`src/rtl/i2c_pkg.sv`:
```
// i2c_pkg: shared poller state type and MPU6050 register map
package i2c_pkg;
    typedef enum logic [2:0] {IDLE, ISSUE, WAIT_DONE, GAP, PUBLISH} poller_state_t;
    localparam logic [6:0] MPU6050_ADDR = 7'h68;
    localparam logic [7:0] ACCEL_XOUT_H = 8'h3B;
    localparam logic [7:0] GYRO_XOUT_H  = 8'h43;
endpackage

```
`src/rtl/i2c_sensor_poller_poll_timer.sv`:
```
// poll_timer: free-running 0..POLL_DIV-1 counter, tick on terminal count
// Ports: clock, reset (async, active-high), tick (high while count==POLL_DIV-1)
module poll_timer #(
    parameter int POLL_DIV = 100000
) (
    input  logic clock,
    input  logic reset,
    output logic tick
);
    localparam int CW = $clog2(POLL_DIV);
    logic [CW-1:0] count;
    assign tick = count == CW'(POLL_DIV - 1);
    always_ff @(posedge clock or posedge reset)
        if (reset) count <= '0;
        else count <= tick ? '0 : count + 1'b1;
endmodule

```
`src/rtl/i2c_sensor_poller.sv`:
```
// i2c_sensor_poller: periodic burst register reader assembling big-endian 16-bit words
// Ports: clock, reset (async, active-high), enable (permits launches);
//        i2c_addr/i2c_start to the byte-read controller, i2c_data/i2c_done back from it;
//        sample_words/sample_valid published sample, busy, timeout_err pulse, overrun (sticky)
module i2c_sensor_poller
    import i2c_pkg::*;
#(
    parameter logic [7:0] BASE_REG       = ACCEL_XOUT_H,
    parameter int         NUM_WORDS      = 3,
    parameter int         POLL_DIV       = 100000,
    parameter int         TIMEOUT_CYCLES = 20000
) (
    input  logic                   clock,
    input  logic                   reset,
    input  logic                   enable,
    output logic [7:0]             i2c_addr,
    output logic                   i2c_start,
    input  logic [7:0]             i2c_data,
    input  logic                   i2c_done,
    output logic [16*NUM_WORDS-1:0] sample_words,
    output logic                   sample_valid,
    output logic                   busy,
    output logic                   timeout_err,
    output logic                   overrun
);
    localparam int NB = 2 * NUM_WORDS;
    localparam int IW = $clog2(NB);
    localparam int TW = $clog2(TIMEOUT_CYCLES + 1);
    poller_state_t state, state_n;
    logic [IW-1:0] index, slot;
    logic [TW-1:0] wait_count;
    logic [16*NUM_WORDS-1:0] buffer, assembled;
    logic tick, last_byte, timed_out;
    poll_timer #(.POLL_DIV(POLL_DIV)) u_timer (.clock(clock), .reset(reset), .tick(tick));
    assign last_byte = index == IW'(NB - 1);
    assign timed_out = wait_count == TW'(TIMEOUT_CYCLES - 1);
    assign busy      = state != IDLE;
    assign i2c_addr  = BASE_REG + 8'(index);
    // Buffer is kept in output layout: even bytes are word high halves, so byte j sits at slot j^1.
    assign slot = index ^ IW'(1);
    // The final byte is merged straight from i2c_data so the sample is ready in the PUBLISH cycle.
    always_comb begin
        assembled = buffer;
        assembled[16*(NUM_WORDS-1) +: 8] = i2c_data;
    end
    always_ff @(posedge clock or posedge reset)
        if (reset) state <= IDLE;
        else state <= state_n;
    always_comb begin
        state_n      = state;
        i2c_start    = 1'b0;
        sample_valid = 1'b0;
        timeout_err  = 1'b0;
        case (state)
            IDLE:      state_n = (tick && enable) ? ISSUE : IDLE;
            ISSUE: begin
                i2c_start = 1'b1;
                state_n   = WAIT_DONE;
            end
            WAIT_DONE: begin
                timeout_err = !i2c_done && timed_out;
                state_n     = i2c_done ? (last_byte ? PUBLISH : GAP) : (timed_out ? IDLE : WAIT_DONE);
            end
            GAP:       state_n = ISSUE;
            PUBLISH: begin
                sample_valid = 1'b1;
                state_n      = IDLE;
            end
            default:   state_n = IDLE;
        endcase
    end
    always_ff @(posedge clock or posedge reset)
        if (reset) begin
            index        <= '0;
            wait_count   <= '0;
            sample_words <= '0;
            overrun      <= 1'b0;
        end else begin
            if (tick && busy) overrun <= 1'b1;
            if (state == IDLE) index <= '0;
            if (state == ISSUE) wait_count <= '0;
            else if (state == WAIT_DONE) wait_count <= wait_count + 1'b1;
            if (state == WAIT_DONE && i2c_done) begin
                index <= index + 1'b1;
                if (last_byte) sample_words <= assembled;
            end
        end
    always_ff @(posedge clock)
        if (state == WAIT_DONE && i2c_done) buffer[8*slot +: 8] <= i2c_data;
endmodule

```
`config.mk`:
```
export PLATFORM = sky130hd
export DESIGN_NAME = i2c_sensor_poller
export DESIGN_NICKNAME = d
export VERILOG_FILES = /design/src/rtl/i2c_pkg.sv /design/src/rtl/i2c_sensor_poller_poll_timer.sv /design/src/rtl/i2c_sensor_poller.sv
export SDC_FILE = /design/constraint.sdc
export NUM_CORES = 1
export LEC_CHECK = 0
export BUFFER_PORTS_ARGS = -buffer_cell sky130_fd_sc_hd__buf_2
export CORE_MARGIN = 5
export CORE_UTILIZATION = 30
export DETAILED_ROUTE_END_ITERATION = 7
export PLACE_DENSITY = 0.52
export SKIP_CTS_REPAIR_TIMING = 1
export SLEW_MARGIN = 20
export SYNTH_ARGS = -nofsm -noshare
export SYNTH_HDL_FRONTEND = slang
export SYNTH_SLANG_ARGS = --single-unit
```
`constraint.sdc`:
```
create_clock -name clock -period 5.1 [get_ports clock]
set_input_delay 0.51 -clock clock [delete_from_list [all_inputs] [get_ports clock]]
set_output_delay 0.51 -clock clock [all_outputs]
set_load 0.02 [all_outputs]
```
Word level (Yosys, flattened, before mapping)
Cells that the tools add are included.
Widths: inputs -> output; s select.

operators by class
  shift operators = 2
  multiplexer cells = 14
  add/sub/neg operators = 5
  reduce and logical (&&, ||, !) cells = 10
  equal/unequal tests = 7
  bitwise operators = 1

operators by type and width
  operator                 number
  $bwmux 48                1
  $shift 8x34->48 const A  1
  $shiftx 8x34->48         1
  $neg 6->34               1
  $mux 15                  2
  $add 17x1->17 const B    1
  $eq 17x17->1 const B     1
  $mux 17                  1
  $add 15x1->15 const B    1
  $eq 15x15->1 const B     1
  $mux 3                   4
  $pmux 3 s4               1
  $add 6x3->7 const A      1
  $eq 3x2->1 const B       2
  $eq 3x3->1 const B       2
  $logic_and 1x1->1        4
  $mux 1                   4
  $reduce_bool 2->1        2
  $add 3x1->3 const B      1
  $eq 3x1->1 const B       1
  $logic_not 3->1          1
  $reduce_bool 3->1        1
  $mux 2                   1
  $reduce_and 2->1         1
  other kinds (2)          2

storage, ports and cells
  output and inout port bits = 61
  word-level logic and storage cells = 46
  input bits = 12
  flip-flop bits (word level) = 135

Depth between registers and ports, before layout
Gate-level depths: netlist (run 1).

  depth after elaboration = 4
  depth in mapped cells = 8

Cells and area by module
A second synthesis (run 1) with hierarchy kept.

second synthesis, totals
  cells, all modules = 417
  area, all modules = 5432.7 µm²

modules (own cells, without submodules)
  module             cells each  area an instance (µm²)  times used
  i2c_sensor_poller  342         4606.9                  1
  poll_timer         75          825.8                   1

Worst setup path after synthesis (run 1)
Ideal clock, no wire load.

  kind = reg2reg
  start point = register index[0] (netlist name)
  end point = register buffer[16], enable pin
  arrival = 2.480 ns
  data required time = 4.705 ns
  stages on the path, launching flop included = 7
  path slack = 2.225 ns
  cell sequence = dfrtp_1 -> clkbuf_1 -> inv_1 -> ha_1 -> nand2b_1 -> a211o_1 -> nor4_1

RTL lines
  element                          line                     text
  to (signal, indexed assignment)  i2c_sensor_poller.sv:89  if (state == WAIT_DONE && i2c_done) buffer[8*slot +: 8] <= i2c_data;
  to (decl)                        i2c_sensor_poller.sv:32  logic [16*NUM_WORDS-1:0] buffer, assembled;

==> metrics.txt, run 1 <==
status=finished clean; CTS tree=done; post-route setup TNS=0 ns; FMAX=around 380 MHz; Synth Cell Area=between 5000 and 6000 µm²; worst stage delay on the critical path=between 0.8 and 0.9 ns; clock sinks=approximately 130; Routed WL=between 10 and 15 mm; Die H=145 µm; Nets=about 520; Avg Vias per Cell=~4.6; die area=about 21000 µm²; yosys warns=0; Post-Synth XOR/XNOR Area=around 3.9%; drt pass-1 iters=4; sequential fraction of the synthesis area=between 60% and 70%; worst setup margin=roughly 2.5 ns; Area Growth Syn to Fin=20.3%; CTS Buffer Depth=2; Residual DRC=0; Final Critical Period=2.62 ns; root buf cell=clkbuf_16; ys async rst share=between 60 and 70%; mux contribution to synthesized area=a little over a tenth; Top FF cell, synth=dfrtp_1; Critical Path Sink Type=flip-flop; Rows=49; Critical Path, Cell by Cell=ha_1 > ha_1 > or3_1 > nor3_1; Slew headroom=approximately 28%; CTS clk-pin slew, worst paths=~0.05 ns; critical path's top delay family=simple AND/OR/NAND/NOR gates; DR iter-0 viols=between 200 and 250; first-pass GRT wire length=~19 mm; routability cong.=slightly below 0.8; antenna violations before repair=0; RSZ-0062 raised after global routing=false; startpoint types=flip-flop; post-synthesis simple-gate area fraction=approximately 16%; GRT overflow=0; Core Util, Final=approximately 36%; Unique masters post-synth=44; Post-synth EDFFs=40; Crit path required time=around 5.1 ns; Final Cycle Share=51.4%; pin count of the biggest net entering global routing=55; final hold vios=0; commonest non-fill, non-tap cell in the layout=dfrtp_1; worst slack, placed=around 2.4 ns; DR vias=between 3000 and 4000; gr usage total=about an eighth; # IOs=between 70 and 80; layout cell share with drive strength beyond 1=30.5%; Num CTS Buffers=17; initial cell density of the core=30.3%; Storage cell area=~3400 µm²; post-synthesis compound-gate area fraction=between 2 and 3%; PortBufs=71; insertion delay to the later sink of the worst-skew pair=about 0.41 ns; Slew Viols, Final=0; diode count=0; H-tree depth=4; Routed wire per std cell=~16 µm; Final ANT Viol Nets=0; Setup Crit Path Kind=flip-flop to flip-flop; worst path bufs/invs=0; PD cells=between 400 and 500 nW/µm²; slew at the pin closest to its max-slew limit=around 1.1 ns; largest family of logic cells by synthesized area=simple AND/OR/NAND/NOR gates; synthesis-stage register bit count=about 130; CP most frequent cell=ha_1; Worst Skew=0.00919 ns; Static Leak=3.08 nW; Final setup viols=0; crit path DAT=about 2.7 ns; Syn Nets=approximately 440; die width=around 140 µm; Synth Area per Inst=about 13 µm²; CP max stage cell=nor3_1; MaxCap Viol Count=0; Worst Path Max Fanout=11; Core ar.=17900 µm²; commonest cells after routing, fill and taps aside=dfrtp_1 (87), buf_2 (71), nor2_1 (41); Mapped Cells=between 400 and 500; Max VDD drop=roughly 0.30 mV; number of global-route vias before repair=roughly 3600; Worst Hold Class=input pin to async pin; Final HPWL DP=~8.3 mm; multi-input logic area=~1900 µm²; area share of fa/ha/maj cells after synthesis=1.84%; fillcell total=between 1500 and 2000
==> through the flow <==
step,cells,instance area (µm²),hold slack [ns],power (mW)
2_1_floorplan,417,5430,0.441,1.58
4_1_cts,737,6530,0.154,2.80
5_1_grt,737,6530,0.205,2.91
3_3_place_gp,705,6010,0.436,1.71
3_5_place_dp,705,6010,0.443,1.72
6_report,737,6530,0.154,2.77
==> Yosys cell counts (2+ instances only) <==
cell,count,area share [%]
dfrtp_1,87,40
nor2_1,41,2.8
edfxtp_1,40,22
mux2_2,39,8.1
and2_1,33,3.8
nand3_1,14,1.3
inv_1,12,0.83
xnor2_1,12,1.9
xor2_1,12,1.9
nand2_1,11,0.76
nand4_1,10,1.2
mux2_4,9,2.5
nor4_1,9,1.0
ha_1,8,1.8
nor3_1,8,0.74
o21ai_0,8,0.74
a21oi_1,7,0.65
clkbuf_1,6,0.41
or3_1,6,0.69
nand2b_1,5,0.58
buf_2,4,0.37
and4b_1,3,0.55
buf_4,3,0.41
buf_6,3,0.62
a21o_1,2,0.28
a22o_1,2,0.32
nor2b_1,2,0.23
nor3b_1,2,0.28
nor4b_1,2,0.32
o31ai_1,2,0.28
or4_1,2,0.28
==> power breakdown <==
| group | leakage, nW | switching, mW | internal, mW |
|---|---|---|---|
| clock network | 0.259 | 0.420 | 0.651 |
| logic | 1.27 | 0.322 | 0.168 |
| registers | 1.56 | 0.0622 | 1.15 |
| total | 3.08 | 0.803 | 1.97 |
==> path summary, 6_finish.rpt <==
kind | startpoint | end | slack [ns] | depth (start not counted)
max | index[0] | buffer[46] | 2.48 | 4
min reg2reg | overrun | overrun | 0.45 | 1
min in group clock | enable | state[0] | 0.38 | 3
min | reset | u_timer.count[0] | 0.15 | 2
max reg2reg | index[0] | buffer[46] | 2.48 | 4
max in group asynchronous | reset | sample_words[43] | 3.82 | 3
==> cells by family after synthesis <==
group,count (synthesis)
and+or+nand+nor,157
DFF,127
muxes,49
buffers and inverters,28
xor gates and xnor gates,24
AOI/OAI and AO/OA,23
adders and majority gates,8
other,1
==> state kept, by name, summed over array words and instances, names as in the netlist <==
signal         count
wait_count        15
overrun            1
state              3
sample_words      48
buffer            40
u_timer.count     17
index              3
==> final cells by class <==
cell class | instances | share of cell area (%)
tap | 229 | 4.39
clock inverter | 8 | 0.613
sequential | 127 | 51.7
inverter | 12 | 0.709
multi-input combinational | 262 | 29.3
clock buffer | 24 | 7.38
timing repair buffer | 75 | 5.90
==> layer usage <==
layer | global-route usage [%] | share of wire (%) | up-vias
met5 | 0 | 0 | -
li1 | - | - | 1627
met2 | 19.2 | 49 | 60
met3 | 3.47 | 3.9 | 10
met4 | 4.76 | 1.3 | 0
met1 | 15.6 | 46 | 1711
(Power assumes the default switching activity.)
==> inputs of run 2 (changes only) <==
ABC_AREA = 1   (was not set)
clock period = 2.5 ns   (was 5.1 ns; I/O delays follow)
==> metrics.txt, run 2 <==
Critical Path, Cell by Cell=buf_4 > inv_1 > ha_1 > inv_1 > buf_4 > buf_2; Final Critical Period=between 2 and 2.5 ns; CP max stage cell=dfrtp_1; status=finished, violations left; Tot Pwr=~4.6 mW; layout cell share with drive strength beyond 1=~18%; Final ANT Viol Nets=0; DR vias=4285; top post-synthesis cells by area=dfrtp_1 (38%), edfxtp_1 (21%), nand2_1 (13%); Rows=50; Routed WL=roughly 13 mm; leading registers by flop count=sample_words (48), buffer (40), u_timer.count (17); insertion delay to the later sink of the worst-skew pair=around 0.42 ns; synthesis-stage register bit count=127; PortBufs=71; Commonest cells post-synth=nand2_1 (196), dfrtp_1 (87), nor2_1 (63); Worst Path Max Fanout=10; startpoint types=flip-flop; Routed wire per std cell=~14 µm; GRT overflow=0; max reg flops=between 40 and 50; RSZ-0062 raised after global routing=false; Area Growth Syn to Fin=21.4%; H-tree depth=4; commonest non-fill, non-tap cell in the layout=nand2_1; post-route setup TNS=0 ns; sequential fraction of the synthesis area=59.6%; Worst Hold Class=input pin to async pin; slew at the pin closest to its max-slew limit=about 0.65 ns; FMAX=432 MHz; Num CTS Buffers=17; Slew headroom=a little under three fifths; CTS tree=done; Synth Cell Area=~5700 µm²; number of global-route vias before repair=around 4300; Static Leak=3.35 nW; final hold vios=between 60 and 70; Avg Vias per Cell=about 4.5; most numerous cell in the Yosys netlist=nand2_1; worst stage delay on the critical path=0.46 ns; Mapped Cells=620; Synth area leader=dfrtp_1; routability cong.=roughly 0.84; clock sinks=about 130; CTS Buffer Depth=2; Final setup viols=0; Top FF cell, synth=dfrtp_1; Max VDD drop=0.400 mV; fillcell total=1907; failing checks=negative hold slack; gr usage total=around 13%; Residual DRC=0; Setup Crit Path Kind=flip-flop to output port; die width=about 150 µm; Crit path required time=2.25 ns; Core ar.=between 15000 and 20000 µm²; Critical Path Sink Type=output port; commonest cells after routing, fill and taps aside=nand2_1 (196), dfrtp_1 (87), buf_2 (71); MaxCap Viol Count=0; largest reg by FF count=sample_words; yosys warns=0; diode count=0; Final HPWL DP=9.49 mm; Worst Skew=0.00908 ns; Syn Nets=640; Post-synth EDFFs=40; CTS clk-pin slew, worst paths=approximately 0.060 ns; ys async rst share=slightly below 70%; Synth top area share=slightly below 40%; drt pass-1 iters=4; # IOs=73; antenna violations before repair=0; Die H=around 150 µm; Final Cycle Share=92.7%; Slew Viols, Final=0; crit path DAT=2.07 ns; Synth Area per Inst=around 9 µm²; DR iter-0 viols=about 230; PD cells=roughly 670 nW/µm²; Fin Hold WS=-0.0598 ns; Nets=between 700 and 800; initial cell density of the core=between 30% and 40%; root buf cell=clkbuf_16; pin count of the biggest net entering global routing=slightly below 90; die area=~22000 µm²; first-pass GRT wire length=about 22 mm; Unique masters post-synth=29
==> run 2: changes by cell type after synthesis, sizes merged, moves of 6 or more <==
cell,delta
and2,-33
buf,+6
inv,+52
mux2,-48
nand2,+185
nand3,+12
nand4,+10
nor2,+24
nor3,+34
nor4,-7
o21ai,+13
or3,-7
xnor2,-10
==> run 2: power by group <==
group	internal (mW)	switching (mW)	total [mW]
clock	1.45	0.932	2.38
sequential	2.14	0	2.14
combinational	0.0153	0.0557	0.0710
total	3.61	0.988	4.59
==> run 2: area by class of cell <==
class / instances / area (µm²) / share of cell area (%)
Timing Repair Buffer: 85 / 473 / 6.87
Clock inverter: 12 / 109 / 1.58
Clock buffer: 20 / 468 / 6.80
Multi-Input combinational cell: 409 / 1920 / 27.9
Sequential cell: 127 / 3380 / 49.1
Tap cell: 234 / 293 / 4.25
Inverter: 64 / 244 / 3.54
==> run 2: worst paths after layout <==
kind	startpoint	end	slack, ns	cells after the start
min reg2reg	buffer[14]	sample_words[14]	0.44	2
min	reset	sample_words[25]	-0.06	3
max in group asynchronous	reset	sample_words[18]	2.16	3
max	index[0]	i2c_addr[1]	0.18	6
min in group clock	enable	state[0]	0.14	3
max reg2reg	index[0]	buffer[11]	0.35	8
==> run 2: critical path: cells and delay by family, from the launching register on <==
family	cells	cell delay, ns
flip-flops	1	0.46
adder cells (fa/ha/maj)	1	0.34
buffers and inverters	5	0.83
==> run 2: stage by stage <==
step	instances	worst slack, ns	utilization (%)	instance area [µm²]	hold slack (ns)
after floorplan	620	0.0477	-	5680	0.406
after global placement	919	0.410	33.8	6310	0.425
after detailed placement	919	0.377	33.8	6310	0.428
after CTS	951	0.163	36.9	6880	-0.0252
after global routing	951	0.0509	36.9	6880	0.0136
final	951	0.183	36.9	6880	-0.0598
==> run 2: layer usage <==
layer | track usage (%) | wire (µm)
met5 | 0 | 0
met4 | 4.71 | 195
met3 | 3.56 | 638
met2 | 20.7 | 6260
met1 | 16.3 | 6090
==> run 2: logic make-up after synthesis <==
group | synth area share (%)
simple gates | 26.9
flops | 59.6
buf+inv | 6.73
compound gates | 3.42
xor+xnor | 1.55
fa+ha+maj | 1.77
other cells | 0.0662
==> inputs of run 3 (changes only) <==
clock period = 2.7 ns   (was 2.5 ns; I/O delays follow)
==> metrics.txt, run 3 (synthesized netlist as in run 2, its figures left out) <==
antenna violations before repair=0; max reg flops=48; CTS clk-pin slew, worst paths=~0.06 ns; final hold vios=0; Finished Layout Cells=950; commonest cells after routing, fill and taps aside=nand2_1 (196), dfrtp_1 (87), buf_2 (71); DR vias=4256; Routed WL=around 13 mm; Crit path required time=2.43 ns; Logic pwr share=around 1.5%; Cell Area, Placed=~6300 µm²; insertion delay to the later sink of the worst-skew pair=0.41 ns; Net Sw Power=between 0.9 and 1 mW; cells on worst reg2reg path=8; Final HPWL DP=between 9 and 10 mm; drt pass-1 iters=4; M1 wire length=between 6 and 7 mm; Die H=147 µm; post-route setup TNS=0 ns; Slew headroom=a little under three fifths; r2r startpoint=index[0]; die area=between 20000 and 25000 µm²; Num CTS Buffers=17; FMAX=463 MHz; Static Leak=3.36 nW; Tot Pwr=about 4.3 mW; H-tree depth=4; Residual DRC=0; Core ar.=around 19000 µm²; PortBufs=a little over 70; Worst Skew=between 0.008 and 0.009 ns; Flop pwr share=between 40% and 50%; gr usage total=12.8%; # placed instances=just over 900; multi-input logic area=between 1500 and 2000 µm²; startpoint types=flip-flop; flop-to-flop setup slack=roughly 0.57 ns; Final Critical Period=2.16 ns; clock sinks=127; routability cong.=~0.84; DR iter-0 viols=around 240; fin area=approximately 7000 µm²; Final setup viols=0; Critical Path Sink Type=output port; MaxCap Viol Count=0; number of global-route vias before repair=about 4300; Max VDD drop=0.422 mV; crit path DAT=approximately 1.9 ns; PD cells=around 630 nW/µm²; largest reg by FF count=sample_words; Slew Viols, Final=0; commonest non-fill, non-tap cell in the layout=nand2_1; RSZ-0062 raised after global routing=false; hold path startpoint=enable; status=finished clean; Storage cell area=about 3400 µm²; first-pass GRT wire length=between 20 and 25 mm; DR WL met2=around 5.9 mm; Clock Power Share=between 50 and 60%; layout cell share with drive strength beyond 1=roughly 18%; slew at the pin closest to its max-slew limit=around 0.64 ns; Nets=723; initial cell density of the core=between 30% and 40%; Min-Delay Endpoint=state[0]; Worst Hold Class=input pin to flip-flop; met3 WL=approximately 500 µm; Routed wire per std cell=about 14 µm; root buf cell=clkbuf_16; diode count=0; # IOs=between 70 and 80; Worst R2R End=buffer[44]; CTS Buffer Depth=2; Int Power=between 3 and 4 mW; DR top layer=met4; leading registers by flop count=sample_words (48), buffer (40), u_timer.count (17); Area Growth Syn to Fin=21.7%; GRT overflow=0; Final Cycle Share=between 70% and 80%; Avg Vias per Cell=about 4.5; fillcell total=1950; pin count of the biggest net entering global routing=56; Final ANT Viol Nets=0; sw frac=about a fifth; Rows=50; Hold Path Stages=3; Setup Crit Path Kind=flip-flop to output port; Worst Path Max Fanout=14; CTS tree=done; die width=around 150 µm
run 3: area by class of cell:
| type | instances | share of cell area [%] |
|---|---|---|
| clock buffers | 22 | 7.35 |
| flip-flops and latches | 127 | 49.0 |
| inverters | 64 | 3.50 |
| repair buffers | 84 | 6.79 |
| well taps | 234 | 4.25 |
| multi-input cells | 409 | 27.7 |
| clock inverters | 10 | 1.45 |
run 3: routing by layer:
| layer | global-route usage (%) | up-vias |
|---|---|---|
| met5 | 0 | - |
| met4 | 5.36 | 0 |
| met3 | 3.19 | 14 |
| met2 | 20.0 | 74 |
| met1 | 16.9 | 1996 |
| li1 | - | 2172 |
run 3: worst max-delay path, cell delays in order (launching register included):
cell,delay [ns]
dfrtp_1,0.45
inv_1,0.08
ha_1,0.35
inv_1,0.33
buf_2,0.27
run 3: through the flow:
| stage | utilization, % | hold WS, ns | setup WS, ns |
|---|---|---|---|
| 5_1_grt | 37.0 | 0.128 | 0.371 |
| 2_1_floorplan | - | 0.418 | 0.0708 |
| 6_report | 37.0 | 0.112 | 0.542 |
| 4_1_cts | 36.9 | -0.0919 | 0.531 |
| 3_5_place_dp | 33.7 | 0.355 | 0.594 |
| 3_3_place_gp | 33.7 | 0.351 | 0.590 |
run 3: how the worst max path moves through the flow:
stage,startpoint,endpoint,cells past startpoint
after detailed placement,index[0],buffer[25],8
after global routing,wait_count[1],timeout_err,6
after global placement,index[0],buffer[25],8
after floorplan,index[0],buffer[24],6
after CTS,index[0],i2c_addr[1],4
final,index[0],i2c_addr[1],4
run 3: power by group through the flow:
stage	clock, mW	sequential [mW]	combinational (mW)
floorplan	0	2.02	0.0357
global placement	0	2.02	0.0690
detailed placement	0	2.02	0.0685
CTS	2.34	1.98	0.0690
global route	2.43	1.98	0.0767
finish	2.28	1.98	0.0667
